===== config.mk =====
export PLATFORM = sky130hd
export DESIGN_NAME = sram_stream_reader
export DESIGN_NICKNAME = d
export VERILOG_FILES = /design/src/rtl/sram_stream_reader.sv
export SDC_FILE = /design/constraint.sdc
export NUM_CORES = 1
export LEC_CHECK = 0
export CAP_MARGIN = 20
export CORE_MARGIN = 4
export CORE_UTILIZATION = 35
export DETAILED_ROUTE_END_ITERATION = 10
export HOLD_SLACK_MARGIN = 0.03
export PLACE_DENSITY = 0.53
export SYNTH_ARGS = -nofsm -noshare
export SYNTH_HDL_FRONTEND = slang
export SYNTH_SLANG_ARGS = --single-unit

===== constraint.sdc =====
create_clock -name clk -period 16.5 [get_ports clk]
set_input_delay 2.475 -clock clk [delete_from_list [all_inputs] [get_ports clk]]
set_output_delay 2.475 -clock clk [all_outputs]
set_load 0.01 [all_outputs]

===== src/rtl/sram_stream_reader.sv =====
// sram_stream_reader: burst read client for the dual-port SRAM wrapper.
// Issues one read per cycle while output credit allows. It absorbs the
// 1-cycle SRAM read latency and presents the words as a valid/ready stream
// through a small FIFO.
// Optional feature macro: SRAM_STREAM_READER_STRIDE_EN adds a `stride` port.
// It sets the address step, which is otherwise fixed at 1.
//
// Handshake: a word moves downstream in any cycle where out_valid and
// out_ready are both high. out_valid never depends on out_ready, and
// out_data holds steady while out_valid is high and out_ready is low.
`timescale 1ns/1ps
module sram_stream_reader #(
   parameter int DATA_WIDTH = 32,
   parameter int ADDR_WIDTH = 8,
   parameter int FIFO_DEPTH = 4
) (
   input  logic                  clk,
   input  logic                  rst,
   input  logic                  start,
   input  logic [ADDR_WIDTH-1:0] base_addr,
   input  logic [ADDR_WIDTH:0]   length,
`ifdef SRAM_STREAM_READER_STRIDE_EN
   input  logic [ADDR_WIDTH-1:0] stride,
`endif
   output logic                  busy,
   output logic                  done,
   output logic                  mem_csb,
   output logic [ADDR_WIDTH-1:0] mem_addr,
   input  logic [DATA_WIDTH-1:0] mem_dout,
   output logic [DATA_WIDTH-1:0] out_data,
   output logic                  out_valid,
   input  logic                  out_ready
);

   localparam int PW = (FIFO_DEPTH > 1) ? $clog2(FIFO_DEPTH) : 1;
   localparam int CW = $clog2(FIFO_DEPTH + 1);
   localparam int SW = CW + 2;
   localparam logic [ADDR_WIDTH:0]   LEN_ONE  = {{ADDR_WIDTH{1'b0}}, 1'b1};
   localparam logic [ADDR_WIDTH:0]   LEN_ZERO = '0;
   localparam logic [ADDR_WIDTH-1:0] ADDR_ONE = {{(ADDR_WIDTH-1){1'b0}}, 1'b1};

   typedef enum logic [1:0] {S_IDLE, S_READ, S_DRAIN} state_t;

   state_t                state_q, state_d;
   logic                  launch, issue, finish, zero_burst;
   logic                  csb_q, rvalid_q, done_q;
   logic [ADDR_WIDTH-1:0] addr_q, next_addr_q, step_in, step_q;
   logic [ADDR_WIDTH:0]   req_left_q, xfer_left_q;
   logic [DATA_WIDTH-1:0] fifo_mem [FIFO_DEPTH];
   logic [PW-1:0]         wr_ptr_q, rd_ptr_q;
   logic [CW-1:0]         count_q;
   logic                  pop, credit_ok;
   logic [SW-1:0]         credit_sum;

   assign busy      = (state_q != S_IDLE);
   assign done      = done_q;
   assign mem_csb   = csb_q;
   assign mem_addr  = addr_q;
   assign out_valid = (count_q != '0);
   assign out_data  = fifo_mem[rd_ptr_q];
   assign pop       = out_valid & out_ready;

   // Words already held, plus the word landing now, plus the request on the
   // SRAM port this cycle, must leave room for one more request.
   assign credit_sum = SW'(count_q) + SW'(rvalid_q) + SW'(csb_q) - SW'(pop);
   assign credit_ok  = (credit_sum < SW'(FIFO_DEPTH));

`ifdef SRAM_STREAM_READER_STRIDE_EN
   assign step_in = stride;
   // Capture the burst stride at launch.
   always_ff @(posedge clk or posedge rst) begin
      if (rst)         step_q <= '0;
      else if (launch) step_q <= stride;
   end
`else
   assign step_in = ADDR_ONE;
   assign step_q  = ADDR_ONE;
`endif

   function automatic logic [PW-1:0] ptr_inc(input logic [PW-1:0] p);
      return (p == PW'(FIFO_DEPTH - 1)) ? '0 : p + PW'(1);
   endfunction

   // State register.
   always_ff @(posedge clk or posedge rst) begin
      if (rst) state_q <= S_IDLE;
      else     state_q <= state_d;
   end

   // Next-state logic and per-cycle launch/issue/finish decisions.
   always_comb begin
      state_d    = state_q;
      launch     = 1'b0;
      issue      = 1'b0;
      finish     = 1'b0;
      zero_burst = 1'b0;
      case (state_q)
         S_IDLE: begin
            if (start) begin
               if (length != LEN_ZERO) begin
                  launch  = 1'b1;
                  state_d = S_READ;
               end else begin
                  zero_burst = 1'b1;
               end
            end
         end
         S_READ: begin
            if (req_left_q == LEN_ZERO) begin
               state_d = S_DRAIN;
            end else if (credit_ok) begin
               issue = 1'b1;
               if (req_left_q == LEN_ONE) state_d = S_DRAIN;
            end
         end
         S_DRAIN: begin
            if (pop && (xfer_left_q == LEN_ONE)) begin
               finish  = 1'b1;
               state_d = S_IDLE;
            end
         end
         default: state_d = S_IDLE;
      endcase
   end

   // SRAM request port, burst counters and done pulse.
   // The first request goes out on the start edge so the address appears the next cycle.
   always_ff @(posedge clk or posedge rst) begin
      if (rst) begin
         csb_q       <= 1'b0;
         addr_q      <= '0;
         next_addr_q <= '0;
         req_left_q  <= '0;
         xfer_left_q <= '0;
         rvalid_q    <= 1'b0;
         done_q      <= 1'b0;
      end else begin
         rvalid_q <= csb_q;
         done_q   <= finish | zero_burst;
         if (launch) begin
            csb_q       <= 1'b1;
            addr_q      <= base_addr;
            next_addr_q <= base_addr + step_in;
            req_left_q  <= length - LEN_ONE;
         end else if (issue) begin
            csb_q       <= 1'b1;
            addr_q      <= next_addr_q;
            next_addr_q <= next_addr_q + step_q;
            req_left_q  <= req_left_q - LEN_ONE;
         end else begin
            csb_q <= 1'b0;
         end
         if (launch)
            xfer_left_q <= length;
         else if (pop && (state_q != S_IDLE))
            xfer_left_q <= xfer_left_q - LEN_ONE;
      end
   end

   // Output FIFO: returning SRAM data is pushed unconditionally, and the credit check keeps it from overflowing.
   always_ff @(posedge clk or posedge rst) begin
      if (rst) begin
         for (int i = 0; i < FIFO_DEPTH; i++) fifo_mem[i] <= '0;
         wr_ptr_q <= '0;
         rd_ptr_q <= '0;
         count_q  <= '0;
      end else begin
         if (rvalid_q) begin
            fifo_mem[wr_ptr_q] <= mem_dout;
            wr_ptr_q           <= ptr_inc(wr_ptr_q);
         end
         if (pop) rd_ptr_q <= ptr_inc(rd_ptr_q);
         count_q <= count_q + CW'(rvalid_q) - CW'(pop);
      end
   end

endmodule

==> run_summary.xml, run 1 <==
<?xml version="1.0" encoding="UTF-8"?>
<metrics>
  <group name="run_status">
    <metric name="outcome" unit="">complete, no violations</metric>
  </group>
  <group name="placement">
    <metric name="port-buffer-count" unit="">96</metric>
    <metric name="finalWeightedCongestion" unit="">0.762</metric>
    <metric name="hpwl" unit="mm">12.5</metric>
    <metric name="numPlacedInstances" unit="">1021</metric>
  </group>
  <group name="final_layout">
    <metric name="flow.area_growth_from_synthesis" unit="%">21.8</metric>
    <metric name="post_layout_net_count" unit="">795</metric>
    <metric name="stdcell_count" unit="">1053</metric>
    <metric name="diodes_inserted" unit="">0</metric>
    <metric name="drive_above_1_share" unit="">0.294</metric>
  </group>
  <group name="cts">
    <metric name="clockRootBuffer" unit="">sky130_fd_sc_hd__clkbuf_16</metric>
    <metric name="cts_tree" unit="">built</metric>
    <metric name="cts_buffer_depth" unit="">2</metric>
    <metric name="clkSlewWorstSetupHoldPaths" unit="ns">0.07</metric>
    <metric name="hold_buffers" unit="">0</metric>
    <metric name="post_cts.repair.setup_buffers" unit="">0</metric>
    <metric name="cts_buffers" unit="">17</metric>
    <metric name="post_cts_resize_count" unit="">0</metric>
    <metric name="cts_max_level" unit="">4</metric>
    <metric name="clock_sinks" unit="">174</metric>
    <metric name="insertion_delay" unit="ns">0.42</metric>
  </group>
  <group name="worst_setup_path">
    <metric name="timing.critical_path.arrival" unit="ns">5.95</metric>
    <metric name="setup.worst_path.start_class" unit="">input port</metric>
    <metric name="cp.required" unit="ns">16.84</metric>
    <metric name="critPathSlowestCell" unit="">sky130_fd_sc_hd__o41a_1</metric>
    <metric name="cpLargestDelayFamily" unit="">simple AND/OR/NAND/NOR gates</metric>
    <metric name="critical_path.max_stage_delay" unit="ns">0.84</metric>
    <metric name="crit_type" unit="">input port to register</metric>
    <metric name="critical_path.cell_chain" unit="">clkdlybuf4s50_1 -&gt; nor3b_1 -&gt; o41a_1 -&gt; and2_1 -&gt; a21o_1 -&gt; ha_1 -&gt; nand2_1 -&gt; or4_1 -&gt; a31oi_1</metric>
    <metric name="cp_num_buf_inv" unit="">1</metric>
    <metric name="critical_path_peak_fanout" unit="">21</metric>
    <metric name="endpoint_kind" unit="">register</metric>
  </group>
  <group name="route">
    <metric name="routed_via_density" unit="">5.23</metric>
    <metric name="via_count" unit="">5510</metric>
    <metric name="drt_iter0_markers" unit="">253</metric>
    <metric name="avg_wl_per_cell" unit="µm">18.4</metric>
    <metric name="drt_wl_total" unit="mm">19.3</metric>
    <metric name="drt-pass1-iter-count" unit="">4</metric>
    <metric name="drcViolationCount" unit="">0</metric>
    <metric name="detail-route-antenna-nets" unit="">0</metric>
  </group>
  <group name="floorplanning">
    <metric name="design.portCount" unit="">97</metric>
    <metric name="dieHeight" unit="µm">163</metric>
    <metric name="initial_utilization" unit="">0.358</metric>
    <metric name="core-area" unit="µm²">23500</metric>
    <metric name="die_width" unit="µm">163</metric>
    <metric name="rows" unit="">56</metric>
    <metric name="die-area" unit="µm²">26600</metric>
  </group>
  <group name="yosys">
    <metric name="number_of_synthesized_flops_with_an_enable_pin" unit="">0</metric>
    <metric name="synth-seq-area-share" unit="">0.517</metric>
    <metric name="synthDominantAreaCellType" unit="">sky130_fd_sc_hd__dfrtp_1</metric>
    <metric name="post_synth.cell_area_avg" unit="µm²">13.3</metric>
    <metric name="synth_fp_nets" unit="">708</metric>
    <metric name="synth.ff_latch_count" unit="">174</metric>
    <metric name="main_combinational_cell_family_by_area_after_synthesis" unit="">multiplexers</metric>
    <metric name="synth-adder-area-share" unit="">0.0306</metric>
    <metric name="synthesis.instances" unit="">635</metric>
    <metric name="complex_gate_fraction_of_the_synthesized_area" unit="">0.0690</metric>
    <metric name="synthMuxAreaShare" unit="">0.258</metric>
    <metric name="synthXorXnorAreaFrac" unit="">0.0146</metric>
    <metric name="synth-simple-area-share" unit="">0.0824</metric>
    <metric name="post-synth-top-area-fraction" unit="">0.517</metric>
    <metric name="count_of_different_cell_masters_after_synthesis" unit="">61</metric>
    <metric name="post_synth_instance_area" unit="µm²">8420</metric>
    <metric name="async_flop_share" unit="">1.00</metric>
    <metric name="synth-warning-count" unit="">0</metric>
    <metric name="synthTopCellsByArea" unit="">sky130_fd_sc_hd__dfrtp_1, sky130_fd_sc_hd__mux2_2, sky130_fd_sc_hd__mux4_2</metric>
    <metric name="synthFlopType" unit="">sky130_fd_sc_hd__dfrtp_1</metric>
  </group>
  <group name="run">
    <metric name="drv.max_cap_violation_count" unit="">0</metric>
  </group>
  <group name="timing">
    <metric name="report.final.hold_viol_count" unit="">0</metric>
    <metric name="period_minus_ws_final" unit="ns">5.61</metric>
    <metric name="setup_tns" unit="ns">0</metric>
    <metric name="final_cycle_utilization_of_the_critical_path" unit="">0.340</metric>
    <metric name="finalMaxSlewViolations" unit="">0</metric>
    <metric name="max_clock_freq" unit="MHz">178</metric>
    <metric name="rsz0062_at_grt" unit="">no</metric>
    <metric name="worst_slew_margin_rel" unit="">0.326</metric>
    <metric name="setup_violations" unit="">0</metric>
    <metric name="final.setup_skew" unit="ns">0.0102</metric>
    <metric name="worst_pin_slew" unit="ns">1.01</metric>
  </group>
  <group name="pwr">
    <metric name="vdd_ir_drop_max" unit="V">0.0000764</metric>
    <metric name="powerDensity" unit="nW/µm²">208</metric>
    <metric name="power_leakage" unit="nW">4.13</metric>
  </group>
  <group name="global_route">
    <metric name="grt_max_degree" unit="">104</metric>
    <metric name="grt_pass1_vias" unit="">6088</metric>
    <metric name="globalRouteOverflowTotal" unit="">0</metric>
    <metric name="antenna_violations_before_repair" unit="">0</metric>
    <metric name="global_route_total_usage_across_every_layer" unit="">0.152</metric>
    <metric name="grt_first_pass_wirelength" unit="mm">32.1</metric>
  </group>
  <group name="min_path">
    <metric name="hold_class" unit="">register to register</metric>
  </group>
</metrics>
-- routing by layer --
layer	up-vias	wire [µm]	GRT usage
met3	10	717	0.0315
li1	2539	-	-
met5	-	0	0
met4	0	136	0.0377
met1	2863	8590	0.195
met2	98	9910	0.265
-- final timing paths --
path	start	end	slack (ns)	depth (start not counted)
setup / recovery	start	next_addr_q[4]$_DFFE_PP0P_	10.89	9
hold / removal	mem_csb$_DFF_PP0_	rvalid_q$_DFF_PP0_	0.48	0
setup reg to reg	count_q[1]$_DFF_PP0_	mem_addr[0]$_DFFE_PP0P_	12.77	10
hold reg to reg	mem_csb$_DFF_PP0_	rvalid_q$_DFF_PP0_	0.48	0
max in group asynchronous	rst	fifo_mem[108]$_DFFE_PP0P_	12.38	3
min in group asynchronous	rst	next_addr_q[5]$_DFFE_PP0P_	2.66	2
-- area by class of cell --
| type | instances | area (µm²) |
|---|---|---|
| well taps | 319 | 399 |
| flip-flops and latches | 174 | 4360 |
| multi-input cells | 405 | 3840 |
| inverters | 23 | 91.3 |
| fillers | 2169 | 13300 |
| clock inverters | 14 | 146 |
| repair buffers | 101 | 998 |
| clock buffers | 17 | 425 |
-- through the flow --
step	utilization	setup slack, ns	total power, mW	hold slack (ns)	area [µm²]
global route	0.436	10.68	2.29	0.507	10300
floorplan	-	9.31	1.39	0.435	8420
finish	0.436	10.89	2.13	0.477	10300
CTS	0.435	10.93	2.16	0.503	10200
detailed placement	0.411	10.49	1.76	0.487	9680
global placement	0.411	10.73	1.73	0.481	9680
-- synth_stat cells, types with 2 or more instances --
master / count
sky130_fd_sc_hd__or2_2: 2
sky130_fd_sc_hd__xor2_1: 7
sky130_fd_sc_hd__buf_1: 13
sky130_fd_sc_hd__mux4_2: 32
sky130_fd_sc_hd__nand2_1: 34
sky130_fd_sc_hd__or4_4: 3
sky130_fd_sc_hd__a31oi_1: 14
sky130_fd_sc_hd__nor4b_1: 2
sky130_fd_sc_hd__ha_1: 19
sky130_fd_sc_hd__and3_1: 5
sky130_fd_sc_hd__nand3_1: 7
sky130_fd_sc_hd__xnor2_1: 7
sky130_fd_sc_hd__nor4bb_1: 2
sky130_fd_sc_hd__or3_1: 8
sky130_fd_sc_hd__inv_1: 23
sky130_fd_sc_hd__o21ai_1: 2
sky130_fd_sc_hd__or4_1: 6
sky130_fd_sc_hd__mux2_2: 128
sky130_fd_sc_hd__a221o_1: 2
sky130_fd_sc_hd__nand4_1: 7
sky130_fd_sc_hd__and2_1: 3
sky130_fd_sc_hd__nor3_1: 7
sky130_fd_sc_hd__nor3b_1: 3
sky130_fd_sc_hd__o221ai_1: 2
sky130_fd_sc_hd__a21oi_1: 12
sky130_fd_sc_hd__clkbuf_1: 7
sky130_fd_sc_hd__a311o_1: 2
sky130_fd_sc_hd__o21ai_0: 20
sky130_fd_sc_hd__o211ai_1: 8
sky130_fd_sc_hd__nand3b_1: 2
sky130_fd_sc_hd__a21o_1: 3
sky130_fd_sc_hd__nor4_1: 2
sky130_fd_sc_hd__buf_2: 11
sky130_fd_sc_hd__nor2_1: 27
sky130_fd_sc_hd__dfrtp_1: 174
sky130_fd_sc_hd__o31ai_1: 4
-- kinds of logic (layout without fill, tap and decap cells) --
logic type      after synthesis  count (layout)
xor+xnor                     14              14
fa+ha+maj                    20              20
compound gates               83              83
mux                         161             161
flops                       174             174
simple gates                127             127
buf+inv                      56             155
-- flip-flops by register name, indices dropped and copies added (netlist names), 3 cells and up --
name and flops:
req_left_q 9, xfer_left_q 9, mem_addr 8, fifo_mem 128
count_q 3, next_addr_q 8
-- power breakdown --
| group | total (mW) | internal (mW) | switching (mW) |
|---|---|---|---|
| clock | 0.389 | 0.201 | 0.188 |
| sequential | 0.797 | 0.644 | 0.154 |
| combinational | 0.944 | 0.541 | 0.404 |
| total | 2.13 | 1.39 | 0.745 |
-- cells in the final DEF, fill, tap and decap left out, types with 12 or more instances in the layout --
| cell type | instances |
|---|---|
| sky130_fd_sc_hd__nor2_1 | 27 |
| sky130_fd_sc_hd__a31oi_1 | 14 |
| sky130_fd_sc_hd__clkbuf_16 | 17 |
| sky130_fd_sc_hd__dfrtp_1 | 172 |
| sky130_fd_sc_hd__mux4_2 | 32 |
| sky130_fd_sc_hd__mux2_2 | 128 |
| sky130_fd_sc_hd__inv_1 | 22 |
| sky130_fd_sc_hd__o21ai_0 | 20 |
| sky130_fd_sc_hd__ha_1 | 19 |
| sky130_fd_sc_hd__clkdlybuf4s50_1 | 96 |
| sky130_fd_sc_hd__nand2_1 | 30 |
| sky130_fd_sc_hd__a21oi_1 | 12 |
(Power assumes the default switching activity.)
==> run 2, diff against run 1 <==
clock period = 5.8 ns   (was 16.5 ns; I/O delays follow)
==> run_summary.xml, run 2 (synthesis results as in run 1) <==
<?xml version="1.0" encoding="UTF-8"?>
<metrics>
  <group name="final_layout">
    <metric name="drive_above_1_share" unit="">0.298</metric>
    <metric name="biggestRegsByFlops" unit="">fifo_mem: 128 flops, req_left_q: 9 flops, xfer_left_q: 9 flops</metric>
    <metric name="flow.area_growth_from_synthesis" unit="%">22.7</metric>
    <metric name="diodes_inserted" unit="">0</metric>
    <metric name="registers.top_by_ff_count" unit="">fifo_mem</metric>
    <metric name="most_frequent_cells_in_the_layout" unit="">sky130_fd_sc_hd__dfrtp_1, sky130_fd_sc_hd__mux2_2, sky130_fd_sc_hd__clkdlybuf4s50_1</metric>
    <metric name="largest_reg_flops" unit="">128</metric>
    <metric name="post_layout_net_count" unit="">798</metric>
    <metric name="layout.cells.most_common" unit="">sky130_fd_sc_hd__dfrtp_1</metric>
    <metric name="final_design_area_no_fill" unit="µm²">10300</metric>
  </group>
  <group name="pwr">
    <metric name="vdd_ir_drop_max" unit="V">0.000249</metric>
    <metric name="power_leakage" unit="nW">4.18</metric>
    <metric name="powerDensity" unit="nW/µm²">593</metric>
  </group>
  <group name="cts">
    <metric name="hold_buffers" unit="">0</metric>
    <metric name="post_cts.repair.setup_buffers" unit="">0</metric>
    <metric name="clockRootBuffer" unit="">sky130_fd_sc_hd__clkbuf_16</metric>
    <metric name="clkSlewWorstSetupHoldPaths" unit="ns">0.07</metric>
    <metric name="insertion_delay" unit="ns">0.43</metric>
    <metric name="cts_buffer_depth" unit="">2</metric>
    <metric name="cts_buffers" unit="">17</metric>
    <metric name="clock_sinks" unit="">174</metric>
    <metric name="cts_tree" unit="">built</metric>
    <metric name="cts_max_level" unit="">4</metric>
    <metric name="post_cts_resize_count" unit="">0</metric>
  </group>
  <group name="route">
    <metric name="drt-pass1-iter-count" unit="">4</metric>
    <metric name="drt_iter0_markers" unit="">221</metric>
    <metric name="drcViolationCount" unit="">0</metric>
    <metric name="avg_wl_per_cell" unit="µm">18.6</metric>
    <metric name="routed_via_density" unit="">5.24</metric>
    <metric name="detail-route-antenna-nets" unit="">0</metric>
    <metric name="drt_wl_total" unit="mm">19.6</metric>
    <metric name="via_count" unit="">5538</metric>
  </group>
  <group name="floorplanning">
    <metric name="die_width" unit="µm">163</metric>
    <metric name="initial_utilization" unit="">0.358</metric>
    <metric name="dieHeight" unit="µm">163</metric>
    <metric name="design.portCount" unit="">97</metric>
    <metric name="die-area" unit="µm²">26600</metric>
    <metric name="core-area" unit="µm²">23500</metric>
    <metric name="rows" unit="">56</metric>
  </group>
  <group name="timing">
    <metric name="max_clock_freq" unit="MHz">269</metric>
    <metric name="final.setup_skew" unit="ns">0.0110</metric>
    <metric name="worst_pin_slew" unit="ns">1.02</metric>
    <metric name="finalMaxSlewViolations" unit="">0</metric>
    <metric name="final_cycle_utilization_of_the_critical_path" unit="">0.641</metric>
    <metric name="worst_slew_margin_rel" unit="">0.315</metric>
    <metric name="setup_tns" unit="ns">0</metric>
    <metric name="rsz0062_at_grt" unit="">no</metric>
    <metric name="report.final.hold_viol_count" unit="">0</metric>
    <metric name="setup_violations" unit="">0</metric>
    <metric name="period_minus_ws_final" unit="ns">3.72</metric>
  </group>
  <group name="global_route">
    <metric name="globalRouteMet1Util" unit="">0.197</metric>
    <metric name="globalRouteOverflowTotal" unit="">0</metric>
    <metric name="grt_use_met2" unit="">0.268</metric>
    <metric name="global_route_total_usage_across_every_layer" unit="">0.154</metric>
    <metric name="antenna_violations_before_repair" unit="">1</metric>
    <metric name="grt_first_pass_wirelength" unit="mm">32.2</metric>
    <metric name="met3_usage" unit="">0.0336</metric>
    <metric name="grt_max_degree" unit="">105</metric>
    <metric name="grt_pass1_vias" unit="">6005</metric>
    <metric name="grt_most_used_layer" unit="">met2</metric>
  </group>
  <group name="worst_setup_path">
    <metric name="setup.worst_path.start_class" unit="">input port</metric>
    <metric name="endpoint_kind" unit="">register</metric>
    <metric name="ff2ff_setup_slack" unit="ns">2.09</metric>
    <metric name="crit_type" unit="">input port to register</metric>
    <metric name="critical_path.reg2reg.startpoint" unit="">count_q[2]$_DFF_PP0_</metric>
    <metric name="ff2ff_path_depth" unit="">10</metric>
    <metric name="crit_path_start" unit="">out_ready</metric>
    <metric name="last_element_of_the_critical_path" unit="">mem_addr[0]$_DFFE_PP0P_</metric>
    <metric name="timing.critical_path.arrival" unit="ns">4.03</metric>
    <metric name="critical_path_peak_fanout" unit="">9</metric>
    <metric name="rr_endpoint" unit="">mem_addr[0]$_DFFE_PP0P_</metric>
    <metric name="cp.required" unit="ns">6.12</metric>
  </group>
  <group name="placement">
    <metric name="finalWeightedCongestion" unit="">0.814</metric>
    <metric name="port-buffer-count" unit="">96</metric>
    <metric name="hpwl" unit="mm">12.7</metric>
    <metric name="placedInstanceArea" unit="µm²">9690</metric>
  </group>
  <group name="run_status">
    <metric name="outcome" unit="">complete, no violations</metric>
  </group>
  <group name="run">
    <metric name="drv.max_cap_violation_count" unit="">0</metric>
  </group>
  <group name="min_path">
    <metric name="hold_class" unit="">register to register</metric>
  </group>
</metrics>
-- run 2: changes by cell type in the layout (fill, tap and decap cells not counted), sizes merged --
| cell | before | now |
|---|---|---|
| buf | 5 | 8 |
| bufinv | 0 | 1 |
| clkinvlp | 3 | 1 |
| clkinv | 4 | 7 |
| inv | 30 | 29 |
-- run 2: through the flow --
step,utilization,setup slack (ns),hold WS [ns],total power [mW],cells
global route,0.439,1.76,0.511,6.56,1057
CTS,0.437,2.06,0.504,6.22,1055
detailed placement,0.412,1.62,0.488,5.04,1023
global placement,0.412,1.72,0.481,4.91,1023
finish,0.439,2.08,0.502,6.13,1057
floorplan,-,0.213,0.435,3.96,635
-- run 2: how the worst min path moves through the flow --
stage	startpoint	to	slack, ns	depth (start not counted)
final	fifo_mem[27]$_DFFE_PP0P_	fifo_mem[27]$_DFFE_PP0P_	0.50	1
after global routing	fifo_mem[35]$_DFFE_PP0P_	fifo_mem[35]$_DFFE_PP0P_	0.51	1
after CTS	fifo_mem[55]$_DFFE_PP0P_	fifo_mem[55]$_DFFE_PP0P_	0.50	1
after detailed placement	fifo_mem[55]$_DFFE_PP0P_	fifo_mem[55]$_DFFE_PP0P_	0.49	1
after global placement	fifo_mem[61]$_DFFE_PP0P_	fifo_mem[61]$_DFFE_PP0P_	0.48	1
after floorplan	mem_csb$_DFF_PP0_	rvalid_q$_DFF_PP0_	0.44	0
-- run 2: final cells by class --
class / instances / area [µm²]
flip-flops and latches: 174 / 4360
inverters: 23 / 91.3
multi-input cells: 405 / 3840
fillers: 2217 / 13200
clock buffers: 17 / 425
repair buffers: 104 / 1040
clock inverters: 15 / 178
well taps: 319 / 399
-- run 2: report_power, final --
part | total, mW | switching, mW | internal (mW)
Sequential | 2.26 | 0.430 | 1.83
Clock | 1.16 | 0.540 | 0.616
Combinational | 2.71 | 1.16 | 1.55
-- run 2: routing by layer --
layer  up-vias  routed length [µm]
met2       105                9820
met5         -                  11
li1       2540                   -
met4         2                 163
met3        12                 658
met1      2879                8980
-- run 2: critical path, stage by stage --
cell and delay [ns]:
sky130_fd_sc_hd__clkdlybuf4s50_1 0.41, sky130_fd_sc_hd__o31ai_1 0.16, sky130_fd_sc_hd__inv_1 0.30, sky130_fd_sc_hd__ha_1 0.35
sky130_fd_sc_hd__inv_1 0.04, sky130_fd_sc_hd__ha_1 0.16, sky130_fd_sc_hd__a21oi_1 0.28, sky130_fd_sc_hd__a2111oi_2 0.15
sky130_fd_sc_hd__or4_1 0.75, sky130_fd_sc_hd__and3_1 0.29, sky130_fd_sc_hd__a311o_1 0.27
